<file path="src/rtl/mem_bus_arbiter.sv">
// Two-requester memory bus arbiter.
// Requester 0 (core) and requester 1 (loader) share one memory port.
// One transaction is in flight at a time: IDLE -> ACCESS (MEM_LAT cycles) -> COMPLETE.
// Ties are resolved round-robin, and requester 0 wins the first tie after reset.
module mem_bus_arbiter #(
    parameter int MEM_LAT = 2
) (
    input  logic       clk,
    input  logic       reset,
    input  logic       req0,
    input  logic       req1,
    input  logic       we0,
    input  logic       we1,
    input  logic [4:0] addr0,
    input  logic [4:0] addr1,
    input  logic [7:0] wdata0,
    input  logic [7:0] wdata1,
    output logic       gnt0,
    output logic       gnt1,
    output logic       ack0,
    output logic       ack1,
    output logic [7:0] rdata,
    output logic       READ,
    output logic       WRITE,
    output logic [4:0] MEM_ADDR,
    output logic [7:0] MEM_DATA_OUT,
    output logic       mc_en,
    input  logic [7:0] mem_data_in,
    output logic       busy
);

    typedef enum logic [1:0] {
        IDLE,
        ACCESS,
        COMPLETE
    } state_t;

    state_t     state_q, state_d;
    logic [3:0] cnt_q, cnt_d;
    logic       sel_q, sel_d;          // requester owning the transaction in flight
    logic       rr_q, rr_d;            // 1 = requester 1 wins the next tie
    logic       we_q, we_d;
    logic [4:0] addr_q, addr_d;
    logic [7:0] wdata_q, wdata_d;
    logic [7:0] rdata_q, rdata_d;
    logic       read_q, read_d;
    logic       write_q, write_d;
    logic [4:0] mem_addr_q, mem_addr_d;
    logic [7:0] mem_data_out_q, mem_data_out_d;
    logic       mc_en_q, mc_en_d;
    logic       ack0_q, ack0_d;
    logic       ack1_q, ack1_d;
    logic       busy_q, busy_d;

    logic       gnt0_w, gnt1_w;
    logic       win_we;
    logic [4:0] win_addr;
    logic [7:0] win_wdata;

    // Grant decision. The grant is combinational so it appears in the IDLE cycle
    // that sees the request. It is gated by reset so all outputs stay low while reset is held.
    always_comb begin
        gnt0_w = 1'b0;
        gnt1_w = 1'b0;
        if (reset && state_q == IDLE) begin
            if (req0 && req1) begin
                gnt0_w = ~rr_q;
                gnt1_w = rr_q;
            end else begin
                gnt0_w = req0;
                gnt1_w = req1;
            end
        end
    end

    // Operand mux for the winning requester.
    always_comb begin
        win_we    = gnt1_w ? we1    : we0;
        win_addr  = gnt1_w ? addr1  : addr0;
        win_wdata = gnt1_w ? wdata1 : wdata0;
    end

    // Next-state and next-output logic. The bus outputs are registered: each is
    // computed for the state being entered on the coming edge.
    always_comb begin
        state_d        = state_q;
        cnt_d          = cnt_q;
        sel_d          = sel_q;
        rr_d           = rr_q;
        we_d           = we_q;
        addr_d         = addr_q;
        wdata_d        = wdata_q;
        rdata_d        = rdata_q;
        read_d         = read_q;
        write_d        = write_q;
        mem_addr_d     = mem_addr_q;
        mem_data_out_d = mem_data_out_q;
        mc_en_d        = mc_en_q;
        ack0_d         = 1'b0;
        ack1_d         = 1'b0;
        busy_d         = busy_q;

        case (state_q)
            IDLE: begin
                read_d         = 1'b0;
                write_d        = 1'b0;
                mem_addr_d     = '0;
                mem_data_out_d = '0;
                mc_en_d        = 1'b0;
                busy_d         = 1'b0;
                if (gnt0_w || gnt1_w) begin
                    sel_d          = gnt1_w;
                    we_d           = win_we;
                    addr_d         = win_addr;
                    wdata_d        = win_wdata;
                    cnt_d          = 4'(MEM_LAT);
                    state_d        = ACCESS;
                    read_d         = ~win_we;
                    write_d        = win_we;
                    mem_addr_d     = win_addr;
                    mem_data_out_d = win_we ? win_wdata : '0;
                    mc_en_d        = win_we;
                    busy_d         = 1'b1;
                end
            end

            ACCESS: begin
                if (cnt_q <= 4'd1) begin
                    // Last strobe cycle: capture read data now so it is valid with the ack.
                    state_d        = COMPLETE;
                    cnt_d          = '0;
                    read_d         = 1'b0;
                    write_d        = 1'b0;
                    mem_addr_d     = '0;
                    mem_data_out_d = '0;
                    mc_en_d        = 1'b0;
                    ack0_d         = ~sel_q;
                    ack1_d         = sel_q;
                    if (!we_q) begin
                        rdata_d = mem_data_in;
                    end
                end else begin
                    cnt_d = cnt_q - 4'd1;
                end
            end

            COMPLETE: begin
                state_d = IDLE;
                busy_d  = 1'b0;
                rr_d    = ~sel_q;
            end

            default: begin
                state_d        = IDLE;
                cnt_d          = '0;
                read_d         = 1'b0;
                write_d        = 1'b0;
                mem_addr_d     = '0;
                mem_data_out_d = '0;
                mc_en_d        = 1'b0;
                busy_d         = 1'b0;
            end
        endcase
    end

    // State and registered outputs. Asynchronous active-low reset aborts any transaction.
    always_ff @(posedge clk or negedge reset) begin
        if (!reset) begin
            state_q        <= IDLE;
            cnt_q          <= '0;
            sel_q          <= 1'b0;
            rr_q           <= 1'b0;
            we_q           <= 1'b0;
            addr_q         <= '0;
            wdata_q        <= '0;
            rdata_q        <= '0;
            read_q         <= 1'b0;
            write_q        <= 1'b0;
            mem_addr_q     <= '0;
            mem_data_out_q <= '0;
            mc_en_q        <= 1'b0;
            ack0_q         <= 1'b0;
            ack1_q         <= 1'b0;
            busy_q         <= 1'b0;
        end else begin
            state_q        <= state_d;
            cnt_q          <= cnt_d;
            sel_q          <= sel_d;
            rr_q           <= rr_d;
            we_q           <= we_d;
            addr_q         <= addr_d;
            wdata_q        <= wdata_d;
            rdata_q        <= rdata_d;
            read_q         <= read_d;
            write_q        <= write_d;
            mem_addr_q     <= mem_addr_d;
            mem_data_out_q <= mem_data_out_d;
            mc_en_q        <= mc_en_d;
            ack0_q         <= ack0_d;
            ack1_q         <= ack1_d;
            busy_q         <= busy_d;
        end
    end

    assign gnt0         = gnt0_w;
    assign gnt1         = gnt1_w;
    assign ack0         = ack0_q;
    assign ack1         = ack1_q;
    assign rdata        = rdata_q;
    assign READ         = read_q;
    assign WRITE        = write_q;
    assign MEM_ADDR     = mem_addr_q;
    assign MEM_DATA_OUT = mem_data_out_q;
    assign mc_en        = mc_en_q;
    assign busy         = busy_q;

endmodule
</file>
<file path="config.mk">
export PLATFORM = sky130hd
export DESIGN_NAME = mem_bus_arbiter
export DESIGN_NICKNAME = d
export VERILOG_FILES = /design/src/rtl/mem_bus_arbiter.sv
export SDC_FILE = /design/constraint.sdc
export NUM_CORES = 1
export LEC_CHECK = 0
export ABC_AREA = 1
export BUFFER_PORTS_ARGS = -buffer_cell sky130_fd_sc_hd__buf_2
export CORE_ASPECT_RATIO = 1.25
export CORE_MARGIN = 2
export CORE_UTILIZATION = 40
export CTS_BUF_LIST = sky130_fd_sc_hd__clkbuf_16
export DETAILED_ROUTE_END_ITERATION = 7
export MAX_ROUTING_LAYER = met4
export PLACE_DENSITY = 0.68
export SLEW_MARGIN = 40
export SYNTH_ARGS = -nofsm -noshare
export SYNTH_HDL_FRONTEND = slang
export SYNTH_SLANG_ARGS = --single-unit
export TNS_END_PERCENT = 30
</file>
<file path="constraint.sdc">
create_clock -name clk -period 1.9 [get_ports clk]
set_input_delay 0.19 -clock clk [delete_from_list [all_inputs] [get_ports clk]]
set_output_delay 0.19 -clock clk [all_outputs]
set_load 0.02 [all_outputs]
</file>
======== Word level (Yosys, flattened, before mapping) ========
Cells that the tools add are included.
Widths: inputs -> output; s select.
word-level totals
  output and inout port bits .............. 29
  flip-flop bits (word level) ............. 35
  logic and storage cells ................. 64
  input bits .............................. 40
cells by class
  eq/ne operators ......................... 4
  bitwise gates (word level) .............. 5
  reductions and logical operators ........ 9
  multiplexer cells ....................... 31
  $add $sub $neg .......................... 1
  order comparisons ....................... 1
operators by type and width
  cell                 count
  $mux 8               4
  $pmux 8 s3           1
  $mux 5               3
  $pmux 5 s3           1
  $mux 1               13
  $pmux 4 s3           1
  $mux 4               2
  $reduce_and 2->1     4
  $pmux 1 s3           2
  $not 1->1            5
  $le 4x1->1 const B   1
  $mux 2               2
  $pmux 2 s2           1
  $sub 4x1->4 const B  1
  $reduce_and 3->1     1
  $eq 2x1->1 const B   1
  $eq 2x2->1 const B   1
  $logic_and 1x1->1    2
  $logic_not 2->1      1
  $ne 2x1->1 const B   1
  $ne 2x2->1 const B   1
  $pmux 1 s2           1
  $logic_or 1x1->1     1

======== Longest topological paths before layout ========
Gate-level depths: netlist of run 1.
  depth after elaboration ................. 7
  depth in mapped cells ................... 9
  mapped depth without buffers ............ 8

======== Least setup slack after synthesis of run 1 ========
No wires, ideal clock.
  path kind ............................... reg2reg
  from .................................... reg cnt_q[0]
  to ...................................... reg mc_en_q, in the netlist mc_en
  setup slack ............................. 0.529 ns
  clock period less this slack ............ 1.371 ns
  cell stages (with the launch flop) ...... 9
  library setup time ...................... 0.065 ns
  required time ........................... 1.835 ns
  arrival ................................. 1.306 ns
  path buffers ............................ 1
  cell sequence ........................... dfrtp_1 inv_1 ha_1 o21ai_2 nand2_1 nand2_2 buf_2 nand2_1 nand2_1
on the way
  longest elaborated chain between the ends .. 3
ends and longest elaborated chain
  item                               RTL line  RTL
  from (decl)                        39        logic [3:0] cnt_q, cnt_d;
  from (signal assigned)             187       cnt_q <= cnt_d;
  $le 4x1->1                         128       if (cnt_q <= 4'd1) begin
  $ne 2x2->1 (no source line)        -
  $reduce_and 2->1 (no source line)  -
  to (signal assigned)               198       mc_en_q <= mc_en_d;
  to (decl)                          50        logic mc_en_q, mc_en_d;
Every way passes these cells.
A chain may end at the register's enable or synchronous reset.

======== Worst setup path in the final report of run 1 ========
  from .................................... in reset
  to ...................................... out gnt1
on the way
  longest elaborated chain between the ends .. 2
ends and longest elaborated chain
  item               RTL line  RTL
  from (decl)        9         input logic reset,
  $logic_and 1x1->1  65        if (reset && state_q == IDLE) begin
  $mux 1             65
  to (decl)          19        output logic gnt1,
Every way passes these cells.

==> reports/metrics.yaml, run 1 <==
net_count_synth: 257
antenna-diode-count: 0
critical-path-max-stage-delay_ns: 0.52
syn_inst: 215
die_height_microns: 77.5
route.detailed.vias_per_inst: 4.58
total_of_flip_flops_plus_latches_after_synthesis: 35
crit_family: "buffers and inverters"
place.port_buffers: 68
cts.reportedPaths.clkPinSlew_ns: 0.05
post-route-drc-count: 0
muxShareOfSynthArea: 0
setup_viol: 0
critical_path.max_fanout: 17
critical_path_cell_list: "dlygate4sd3_1, buf_2, inv_1, nor2_4, nand2_4, inv_2, buf_2"
h-tree-depth: 2
start_kind: "input pin"
fp.coreArea_sq_mm: 0.00413
timing.final.crit_share: 0.907
timing.critical_path.mode_cell: "sky130_fd_sc_hd__buf_2"
critical_path.slowest_cell: "sky130_fd_sc_hd__dlygate4sd3_1"
crit_type: "in2out"
switching_power_mw: 1.51
drv_slew: 0
io-pin-count: 69
area_growth_syn_to_layout_pct: 30.6
run_status: "completed"
dp_cells: 336
worst-path-buf-inv: 5
share_seq_of_total_power: 0.344
hpwl_mm: 2.86
critical_path.endpoint_type: "output pin"
postLayoutCellArea_sq_mm: 0.00226
synth_compound_area_frac: 0.0377
fp-row-count: 26
syn_area_sq_mm: 0.00173
setup_repair_after_global_routing_missed_its_margin: "false"
global_route_wire_length_before_repair_mm: 6.53
cts-root-buf: "sky130_fd_sc_hd__clkbuf_16"
synth.distinct_cells: 22
synthesis.yosys.warnings: 0
r2r_cells: 7
design.die.area_sq_mm: 0.00486
avgSynthCellArea_sq_um: 8.04
power.switching_fraction: 0.429
required_ns: 1.71
globalRouteOverflowTotal: 0
finalHoldViolCount: 0
fill_cells: 427
synth_fa_ha_area_frac: 0.0145
gpl.final_weighted_congestion: 0.818
initial_standard_cell_utilization_of_the_core: 0.418
cp.arrival_ns: 1.53
synth_top_family_by_area: "simple AND/OR/NAND/NOR gates"
cts_tree: "done"
postCtsSetupRepairBufs: 0
holdPathStages: 3
highest_clock_rate_mhz: 580
routed_wire_length_per_instance_microns: 11.2
post_synth_xor_area_fraction: 0.00507
power_density_mw_per_mm2: 1560
synth-simple-area-share: 0.350
skew_ns: 0.00496
grt.total_usage: 0.172
drt_iter0_markers: 78
vdd_ir_drop_max_uv: 609
commonest_non_fill_non_tap_cell_in_the_layout: "sky130_fd_sc_hd__nand2_1"
totalNegativeSetupSlack_ns: 0
clk_latency_ns: 0.28
post_layout_nonfiller_instances: 345
timing.final.crit_period_ns: 1.72
path_depth: 7
drt_first_pass_iters: 4
dpl-instance-area_sq_mm: 0.00211
route.antenna.remaining_nets: 0
first_global_vias: 1465
clockPowerShare: 0.213
finalCoreUtilization: 0.546
wirelength_mm: 3.85
tritoncts_num_sinks: 35
pint_mw: 2.01
die_wd_microns: 62.8
number_of_antenna_violations_at_the_first_check_in_global_routing: 0
yosysSeqAreaShare: 0.507
combinationalPowerShare: 0.443
numCtsBuffers: 5
max_slew.worst_pin.slew_ns: 0.438
drive_gt1_frac: 0.311
normalized_max_slew_margin: 0.708
worst_min_delay_path_category: "in2reg"
final_net_count: 330
layout.cells.most_common_list: "sky130_fd_sc_hd__nand2_1, sky130_fd_sc_hd__buf_2, sky130_fd_sc_hd__nand3_1, sky130_fd_sc_hd__dfrtp_1, sky130_fd_sc_hd__inv_1"
grt_max_degree: 36
p_leak_nw: 1.40
max_cap_violations: 0
clockBufferDepth: 2
num_vias: 1579
[worst paths after layout]
kind | start | end | slack, ns
worst max-delay path | reset | gnt1 | 0.18
worst min-delay path | mem_data_in[4] | rdata[4] | 0.14
worst max register to register | cnt_q[0] | MEM_DATA_OUT[0] | 0.32
worst min register to register | rdata[7] | rdata[7] | 0.46
max in group asynchronous | reset | MEM_ADDR[3] | 1.08
min in group asynchronous | reset | MEM_DATA_OUT[2] | 0.50
[logic make-up after synthesis]
family,after synthesis
flops,35
xor+xnor,1
buf+inv,32
fa+ha+maj,2
simple gates,137
compound gates,8
[stage by stage]
step                hold WS [ns]  total power, mW  worst slack (ns)
finish                     0.142             3.53             0.177
floorplan                 -0.106             2.34             0.529
CTS                        0.141             3.58            0.0999
global route               0.156             3.81            0.0701
detailed placement         0.287             2.81             0.312
global placement           0.273             2.78             0.359
[area by class of cell]
cell class / count / area, sq um / share of cell area
multi-input combinational: 148 / 703 / 0.312
inverter: 26 / 97.6 / 0.0432
tap: 56 / 70.1 / 0.0310
clock buffer: 5 / 125 / 0.0554
sequential: 35 / 876 / 0.388
clock inverter: 3 / 12.5 / 0.00554
timing repair buffer: 72 / 373 / 0.165
[cells in the mapped netlist, drive strengths merged]
cell,instances,share of area
nand3,36,0.10
nor2,7,0.020
o21ai,5,0.017
xor2,1,0.0051
o211ai,1,0.0043
nand2,93,0.22
buf,6,0.030
dfrtp,35,0.51
ha,2,0.014
o31ai,1,0.012
clkinv,1,0.0022
nand4,1,0.0036
inv,25,0.054
a21o,1,0.0043
[state kept, by name, indices dropped and copies added, names as in the netlist]
signal,count
busy,1
ack1,1
rdata,8
ack0,1
we_q,1
sel_q,1
MEM_ADDR,5
cnt_q,4
READ,1
mc_en,1
rr_q,1
state_q,2
MEM_DATA_OUT,8
[metal layers]
metal,share of wire,track usage,vias up
met2,0.49,0.276,48
met5,0,-,-
li1,-,-,809
met1,0.45,0.218,718
met4,0.013,0.0578,0
met3,0.052,0.0362,4
[worst register-to-register path: stages, from the launching register on]
cell and delay, ns:
sky130_fd_sc_hd__dfrtp_1 0.37, sky130_fd_sc_hd__inv_1 0.10, sky130_fd_sc_hd__ha_1 0.24, sky130_fd_sc_hd__o21ai_2 0.21, sky130_fd_sc_hd__nand2_1 0.15, sky130_fd_sc_hd__nand2_2 0.27
sky130_fd_sc_hd__nand2_1 0.10, sky130_fd_sc_hd__nand2_1 0.08
[power groups by stage]
| stage | Sequential [mW] | Clock (mW) | Combinational (mW) |
|---|---|---|---|
| 2_1_floorplan | 1.47 | 0 | 0.873 |
| 3_3_place_gp | 1.22 | 0 | 1.56 |
| 3_5_place_dp | 1.22 | 0 | 1.59 |
| 4_1_cts | 1.22 | 0.773 | 1.59 |
| 5_1_grt | 1.25 | 0.805 | 1.75 |
| 6_report | 1.21 | 0.751 | 1.56 |
[what timing repair did]
item / 4_1_cts / 5_1_grt
resized for setup: 0 / 1
hold buffers: 1 / 0
setup endpoints to repair: 0 / 1
endpoints found under the hold margin: 35 / 0
(Power assumes the default switching activity.)
==> run 2: changes to the inputs <==
==> constraint.sdc (replaced) <==
create_clock -name clk -period 1.9 [get_ports clk]
set_input_delay 0.095 -clock clk [delete_from_list [all_inputs] [get_ports clk]]
set_output_delay 0.095 -clock clk [all_outputs]
set_load 0.02 [all_outputs]
==> reports/metrics.yaml, run 2 (synthesis results as in run 1) <==
h-tree-depth: 2  # unchanged
start_kind: "flop"
finalHoldViolCount: 0  # unchanged
worst_min_delay_path_category: "in2reg"
post-route-drc-count: 0  # unchanged
post_layout_nonfiller_instances: 345  # unchanged
grt_max_degree: 36  # unchanged
number_of_antenna_violations_at_the_first_check_in_global_routing: 0  # unchanged
crit_type: "reg2out"
layout.cells.most_common_list: "sky130_fd_sc_hd__nand2_1, sky130_fd_sc_hd__buf_2, sky130_fd_sc_hd__nand3_1, sky130_fd_sc_hd__dfrtp_1, sky130_fd_sc_hd__inv_1"
hold_path_startpoint: "mem_data_in[4]"
post-place-ws_ns: 0.348  # +0.0365 ns
max_cap_violations: 0  # unchanged
normalized_max_slew_margin: 0.703  # -0.00540
drt_iter0_markers: 78  # unchanged
postLayoutCellArea_sq_mm: 0.00226  # +0.11%
route.antenna.remaining_nets: 0  # unchanged
critical_path.reg2reg.endpoint: "mc_en"
highest_clock_rate_mhz: 609  # +5.0%
critical_path.max_fanout: 17  # unchanged
place.port_buffers: 68  # unchanged
tritoncts_num_sinks: 35  # unchanged
max_slew.worst_pin.slew_ns: 0.446  # +0.00810 ns
layout_setup_ws_ns: 0.259  # +0.0815 ns
drive_gt1_frac: 0.308  # -0.00346
r2r_cells: 7  # unchanged
io-pin-count: 69  # unchanged
route.detailed.vias_per_inst: 4.70  # +2.6%
design.die.area_sq_mm: 0.00486  # unchanged
antenna-diode-count: 0  # unchanged
first_global_vias: 1533  # +4.6%
cts_resized: 0  # unchanged
die_height_microns: 77.5  # unchanged
wirelength_mm: 4.09  # +6.1%
fp.coreArea_sq_mm: 0.00413  # unchanged
drv_slew: 0  # unchanged
num_vias: 1620  # +2.6%
drt_first_pass_iters: 4  # unchanged
totalNegativeSetupSlack_ns: 0  # unchanged
cts.reportedPaths.clkPinSlew_ns: 0.05  # about the same
fp-row-count: 26  # unchanged
global_route_wire_length_before_repair_mm: 6.91  # +5.9%
holdPathStages: 3  # unchanged
holdPathEnd: "rdata[4]"
initial_standard_cell_utilization_of_the_core: 0.418  # unchanged
critical_path.endpoint_type: "output pin"
timing.final.crit_period_ns: 1.64  # -0.0815 ns
dpl-instance-area_sq_mm: 0.00211  # unchanged
regToRegSetupSlack_ns: 0.30  # -0.02 ns
p_leak_nw: 1.39  # -0.64%
final_net_count: 330  # unchanged
run_status: "completed"
clk_latency_ns: 0.27  # about the same
required_ns: 1.80  # +0.09 ns
cts_tree: "done"
cts-hold-fix-buffers: 1  # unchanged
setup_repair_after_global_routing_missed_its_margin: "false"
cts-root-buf: "sky130_fd_sc_hd__clkbuf_16"
die_wd_microns: 62.8  # unchanged
fill_cells: 425  # -0.47%
numCtsBuffers: 5  # unchanged
cp.arrival_ns: 1.55  # +0.02 ns
postCtsSetupRepairBufs: 0  # unchanged
routed_wire_length_per_instance_microns: 11.8  # +6.1%
clockBufferDepth: 2  # unchanged
vdd_ir_drop_max_uv: 775  # +27%
dp_cells: 336  # unchanged
power_density_mw_per_mm2: 1580  # +0.93%
globalRouteOverflowTotal: 0  # unchanged
r2r-start: "cnt_q[0]"
gpl.final_weighted_congestion: 0.846  # +3.5%
hpwl_mm: 2.99  # +4.8%
commonest_non_fill_non_tap_cell_in_the_layout: "sky130_fd_sc_hd__nand2_1"
grt.total_usage: 0.186  # +0.0137
setup_viol: 0  # unchanged
area_growth_syn_to_layout_pct: 30.8
skew_ns: 0.00320  # -0.00175 ns
timing.final.crit_share: 0.864  # -0.0429
[run 2: cell types whose count changed in the layout (fill, tap and decap cells not counted)]
| cell | before | now |
|---|---|---|
| sky130_fd_sc_hd__inv_1 | 25 | 24 |
| sky130_fd_sc_hd__clkinv_1 | 1 | 3 |
| sky130_fd_sc_hd__clkinvlp_4 | 0 | 1 |
| sky130_fd_sc_hd__clkinv_2 | 1 | 0 |
| sky130_fd_sc_hd__inv_2 | 2 | 1 |
[run 2: how the worst max path moves through the flow]
stage	from	to	slack (ns)	cells past startpoint
floorplan	cnt_q[0]	mc_en	0.53	8
global placement	cnt_q[0]	READ	0.35	7
detailed placement	cnt_q[0]	READ	0.35	7
CTS	state_q[0]	gnt1	0.24	6
global route	state_q[0]	gnt1	0.14	6
finish	state_q[0]	gnt1	0.26	6
[run 2: area by class of cell]
type | count | area, sq um | area share
Clock buffer | 5 | 125 | 0.0554
Clock inverter | 3 | 15.0 | 0.00664
Inverter | 26 | 97.6 | 0.0432
Multi-Input combinational cell | 148 | 703 | 0.311
Sequential cell | 35 | 876 | 0.388
Tap cell | 56 | 70.1 | 0.0310
Timing Repair Buffer | 72 | 373 | 0.165
[run 2: worst max-delay path, cell delays in order (launching register included)]
cell                      delay (ns)
sky130_fd_sc_hd__dfrtp_1        0.41
sky130_fd_sc_hd__inv_2          0.10
sky130_fd_sc_hd__nand2_2        0.06
sky130_fd_sc_hd__nor2_4         0.16
sky130_fd_sc_hd__nand2_4        0.16
sky130_fd_sc_hd__inv_1          0.19
sky130_fd_sc_hd__buf_2          0.20
[run 2: per-layer routing]
layer,track usage,part of all wire,up-vias
met2,0.319,0.50,58
li1,-,-,813
met3,0.0493,0.064,7
met5,-,0,-
met1,0.211,0.42,742
met4,0.0622,0.013,0
[run 2: report_power, final]
| group | internal [mW] | switching [mW] |
|---|---|---|
| Combinational | 0.495 | 1.08 |
| Sequential | 1.04 | 0.174 |
| Clock | 0.475 | 0.289 |
| Total | 2.02 | 1.55 |
[run 2: through the flow]
stage | hold WS (ns) | utilization | total power [mW]
after floorplan | -0.201 | - | 2.34
after global placement | 0.175 | 0.511 | 2.78
after detailed placement | 0.177 | 0.511 | 2.82
after CTS | 0.0488 | 0.547 | 3.60
after global routing | 0.0500 | 0.547 | 3.85
final | 0.0496 | 0.547 | 3.56
